**src/rtl/if_id_pipe_pkg.sv**
```systemverilog
// Shared defines for the IF/ID pipeline register: reset level, zero word, default widths.
package if_id_pipe_pkg;

  // Reset is active-low: state clears on a rising edge while rst == RST_ACTIVE.
  localparam logic RST_ACTIVE = 1'b0;

  localparam int unsigned ADDR_W_DEF = 32;
  localparam int unsigned DATA_W_DEF = 32;
  localparam int unsigned CNT_W_DEF  = 16;

  // Wide zero constant; users cast it down to their own width.
  localparam int unsigned ZERO_W                 = 128;
  localparam logic [ZERO_W-1:0] ZERO_WORD = '0;

endpackage

```
**src/rtl/if_id_pipe_skid_buf.sv**
```systemverilog
// Two-entry FIFO (skid buffer) with 1-bit wrapping pointers and occupancy count.
module pipe_skid_buf
  import if_id_pipe_pkg::*;
#(
  parameter int unsigned W = 64
) (
  input  logic         clk,
  input  logic         rst,
  input  logic         clr,
  input  logic         push,
  input  logic         pop,
  input  logic [W-1:0] wr_data,
  output logic [W-1:0] rd_data,
  output logic [1:0]   count
);

  logic [W-1:0] r_mem [2];
  logic         r_wr_ptr;
  logic         r_rd_ptr;
  logic [1:0]   r_count;

  // Pointer and count update; reset and clear both empty the buffer.
  always_ff @(posedge clk) begin
    if (rst == RST_ACTIVE || clr) begin
      r_wr_ptr <= 1'b0;
      r_rd_ptr <= 1'b0;
      r_count  <= 2'd0;
    end else begin
      if (push) r_wr_ptr <= ~r_wr_ptr;
      if (pop)  r_rd_ptr <= ~r_rd_ptr;
      r_count <= r_count + 2'(push) - 2'(pop);
    end
  end

  // Entry storage; callers never push while full, in reset or during a clear.
  always_ff @(posedge clk) begin
    if (push) r_mem[r_wr_ptr] <= wr_data;
  end

  assign rd_data = r_mem[r_rd_ptr];
  assign count   = r_count;

endmodule

```
**src/rtl/if_id_pipe.sv**
```systemverilog
// IF/ID pipeline stage: 2-deep skid buffer with flush, zeroed empty outputs and stall counter.
module if_id_pipe
  import if_id_pipe_pkg::*;
#(
  parameter int unsigned ADDR_W = ADDR_W_DEF,
  parameter int unsigned DATA_W = DATA_W_DEF,
  parameter int unsigned CNT_W  = CNT_W_DEF
) (
  input  logic              clk,
  input  logic              rst,
  input  logic              if_valid,
  output logic              if_ready,
  input  logic [ADDR_W-1:0] if_addr,
  input  logic [DATA_W-1:0] if_data,
  output logic              id_valid,
  input  logic              id_ready,
  output logic [ADDR_W-1:0] id_addr,
  output logic [DATA_W-1:0] id_data,
  input  logic              flush,
  output logic [1:0]        occupancy,
  output logic [CNT_W-1:0]  stall_cnt
);

  localparam int unsigned ENT_W = ADDR_W + DATA_W;

  logic             w_push;
  logic             w_pop;
  logic [1:0]       w_count;
  logic [ENT_W-1:0] w_head;
  logic [CNT_W-1:0] r_stall_cnt;

  // Handshakes; flush suppresses both so held and incoming entries are dropped.
  assign w_push = if_valid && if_ready && !flush;
  assign w_pop  = id_valid && id_ready && !flush;

  pipe_skid_buf #(
    .W(ENT_W)
  ) u_buf (
    .clk     (clk),
    .rst     (rst),
    .clr     (flush),
    .push    (w_push),
    .pop     (w_pop),
    .wr_data ({if_addr, if_data}),
    .rd_data (w_head),
    .count   (w_count)
  );

  // Ready depends only on reset and held occupancy, never on id_ready.
  assign if_ready  = (rst != RST_ACTIVE) && (w_count != 2'd2);
  assign id_valid  = (w_count != 2'd0);
  assign occupancy = w_count;

  // Head fields read as zero whenever the stage is empty.
  assign id_addr = id_valid ? w_head[ENT_W-1 -: ADDR_W] : ADDR_W'(ZERO_WORD);
  assign id_data = id_valid ? w_head[DATA_W-1:0]        : DATA_W'(ZERO_WORD);

  // Saturating count of cycles where ID holds off a valid head.
  always_ff @(posedge clk) begin
    if (rst == RST_ACTIVE) begin
      r_stall_cnt <= CNT_W'(ZERO_WORD);
    end else if (id_valid && !id_ready && !flush && (r_stall_cnt != {CNT_W{1'b1}})) begin
      r_stall_cnt <= r_stall_cnt + CNT_W'(1);
    end
  end

  assign stall_cnt = r_stall_cnt;

endmodule

```
**config.mk**
```make
export PLATFORM = sky130hd
export DESIGN_NAME = if_id_pipe
export DESIGN_NICKNAME = d
export VERILOG_FILES = /design/src/rtl/if_id_pipe_pkg.sv /design/src/rtl/if_id_pipe_skid_buf.sv /design/src/rtl/if_id_pipe.sv
export SDC_FILE = /design/constraint.sdc
export NUM_CORES = 1
export LEC_CHECK = 0
export ABC_AREA = 1
export BUFFER_PORTS_ARGS = -buffer_cell sky130_fd_sc_hd__buf_2
export CORE_MARGIN = 2
export CORE_UTILIZATION = 55
export CTS_BUF_LIST = sky130_fd_sc_hd__clkbuf_16
export DETAILED_ROUTE_END_ITERATION = 12
export GPL_TIMING_DRIVEN = 0
export PLACE_DENSITY = 0.8
export SETUP_SLACK_MARGIN = 0.02
export SYNTH_ARGS = -nofsm -noshare
export SYNTH_HDL_FRONTEND = slang
export SYNTH_SLANG_ARGS = --single-unit
```
**constraint.sdc**
```tcl
create_clock -name clk -period 6.9 [get_ports clk]
set_clock_uncertainty 0.15 [all_clocks]
set_input_delay 1.38 -clock clk [delete_from_list [all_inputs] [get_ports clk]]
set_output_delay 1.38 -clock clk [all_outputs]
set_load 0.02 [all_outputs]
```
==> flow_metrics.py <==
metrics = {
    "synthesis": {
        "ys_seq_elements": 149,
        "synth_area_um2": 5897,
        "synthCells": 520,
        "synth_nets": 592,
        "avgSynthCellArea_um2": 11.34,
        "yosysSeqAreaShare": 0.7231,
        "ys_warn_count": 0,
        "synth_cell_types": 22,
    },
    "worst_setup_path": {
        "crit_arrival_ns": 2.06,
        "cp_max_fo": 7,
        "crit_type": "in2out",
        "start_kind": "input port",
        "required_ns": 5.37,
        "reg2regPathDepth": 6,
        "worst-r2r-setup-slack_ns": 4.31,
        "crit_slowest_cell": "buf_2",
        "rr_startpoint": "u_buf.count[0]$_SDFF_PP0_",
        "crit_chain": "buf_2, inv_1, a21oi_1, buf_2",
        "critPathCaptureType": "output port",
        "path_common_cell": "buf_2",
        "slowest_delay_ns": 0.21,
        "r2r-end": "u_buf.r_mem[0][57]$_DFFE_PP_",
    },
    "layout": {
        "design_area_um2": 7513,
        "area_growth_pct": 27.41,
        "layout_common_cells": "nand2_1, buf_2, edfxtp_1",
        "layout_commonest_cell": "nand2_1",
        "nets": 767,
        "diodes": 0,
        "fin_util": 0.7245,
        "n_fill_cell": 739,
        "drive_above_1_share": 0.2994,
    },
    "job": {
        "max_cap_viol_count": 0,
    },
    "sta": {
        "fin_crit_ns": 3.585,
        "max-slew-margin-rel": 0.4311,
        "hold_slack_ns": 0.3494,
        "fin_setup_tns_ns": 0,
        "fin_crit_sh": 0.5196,
        "hold_viol": 0,
        "max_freq_mhz": 278.9,
        "tightest_slew_ns": 0.8514,
        "finalSetupViolations": 0,
        "drv_slew": 0,
        "rsz0062_at_grt": "no",
        "layout_setup_ws_ns": 3.315,
    },
    "min_path": {
        "worst_hold_path.num_cells": 2,
        "hold_class": "reg2reg",
        "min_from": "u_buf.r_rd_ptr$_SDFFE_PP0P_",
    },
    "floorplan": {
        "ios": 153,
        "die_x_um": 107.5,
        "die_y_um": 107.5,
        "rows": 37,
        "initial_core_util": 0.5687,
        "fp.dieArea_um2": 11570,
        "core-area_um2": 10370,
    },
    "power_and_ir_drop": {
        "p_int_mw": 1.549,
        "swShare": 0.2054,
        "p_sw_uw": 400.3,
        "vdd_drop_max_v": 0.0001576,
        "p_clk_frac": 0.449,
        "cellLeakagePower_nw": 3.080,
        "pwr-share-seq": 0.511,
        "powerDensity_nw_per_um2": 259.4,
        "combPwrFrac": 0.040,
    },
    "global_route": {
        "grt_antenna_before_repair": 1,
        "grt_pass1_wl_um": 19870,
        "grt_max_degree": 29,
        "grt_pass1_vias": 4159,
        "grt_usage": 0.2283,
        "overflow": 0,
    },
    "routing": {
        "drc": 0,
        "via_count": 4392,
        "detail-route-antenna-nets": 0,
        "wl_um": 13160,
        "routed_via_density": 5.204,
        "first_pass_iters": 5,
        "wl_per_cell_um": 15.59,
        "initialDrtViolationCount": 316,
    },
    "placed_design": {
        "post-place-ws_ns": 3.081,
        "place_area_um2": 6945,
        "portBuffers": 152,
        "place.gp.congestion": 0.8373,
        "dpl.hpwl_um": 8923,
    },
    "clocking": {
        "h-tree-depth": 4,
        "clk_pin_slew_ns": 0.05,
        "cts_root_buffer": "clkbuf_16",
        "cts_max_path_buffers": 2,
        "cts.sinks": 149,
        "post_cts_buffers": 0,
        "cts_hold_buf": 0,
        "cts_buffers": 17,
        "cts_resized": 0,
        "cts_tree": "yes",
        "clkLatencyLatePin_ns": 0.41,
    },
    "outcome": {
        "outcome": "finished clean",
    },
}
kinds of logic (layout without fill, tap and decap cells):
kind of cell,Yosys count,in the layout,share of synthesized area
AOI/OAI and AO/OA,84,84,0.07129
xor gates and xnor gates,2,2,0.002971
adders and majority gates,3,3,0.006366
buffers and inverters,42,230,0.02886
DFF,149,149,0.7231
and+or+nand+nor,240,240,0.1674
final cells by class:
class | instances | area, um2 | share of cell area
sequential | 149 | 4264 | 0.5675
multi-input combinational | 329 | 1478 | 0.1967
timing repair buffer | 156 | 863.3 | 0.1149
clock buffer | 17 | 425.4 | 0.05662
tap | 136 | 170.2 | 0.02265
clock inverter | 15 | 142.6 | 0.01898
buffer | 22 | 95.09 | 0.01266
inverter | 20 | 75.07 | 0.009992
critical path: cells and delay by family:
kind | cells | cell delay, ns
AOI/OAI and AO/OA | 1 | 0.20
buffers and inverters | 3 | 0.48
state kept, by name (all words and copies together) (netlist names), named ones only:
name / flops
u_buf.r_wr_ptr: 1
u_buf.count: 2
u_buf.r_rd_ptr: 1
u_buf.r_mem: 128
stall_cnt: 16
how the worst max path moves through the flow:
stage	from	to	cells after the start
after global routing	register	id_data[10]	5
after floorplan	rst	u_buf.r_mem[0][0]$_DFFE_PP_	4
final	rst	if_ready	4
after detailed placement	rst	u_buf.r_mem[0][13]$_DFFE_PP_	7
after CTS	rst	if_ready	4
after global placement	rst	u_buf.r_mem[1][3]$_DFFE_PP_	5
Yosys cell counts (all sizes together):
library cell    n  area, um2
o21ai           6      30.03
nor3            2      10.01
nand2         170      648.1
nand3          16      80.08
or2             1      6.260
dfxtp          21      420.4
inv            20      75.07
xnor2           2      17.52
nor2           47      216.5
and2            2      12.51
buf            11      53.80
nand4           1      6.260
edfxtp        128       3844
ha              3      37.54
nor3b           1      7.510
a21oi          78      390.4
clkbuf         11      41.29
power groups by stage:
stage	clock network [mW]	logic [mW]	registers, mW
2_1_floorplan	0	0.0339	1.02
3_3_place_gp	0	0.0704	1.02
3_5_place_dp	0	0.0783	1.01
4_1_cts	0.884	0.0790	0.996
5_1_grt	0.927	0.0857	0.996
6_report	0.875	0.0785	0.996
metrics by stage:
step	total power, mW	instances
after floorplan	1.050	520
final	1.949	844
after CTS	1.959	844
after global routing	2.010	844
after detailed placement	1.093	812
after global placement	1.086	808
per-layer routing:
metal,vias up,track usage,share of wire
li1,2130,-,-
met3,16,0.06538,0.078
met5,-,0,0
met4,0,0.07509,0.014
met1,2061,0.2698,0.38
met2,185,0.4012,0.53
No activity file was read; power rests on OpenSTA's default activity.
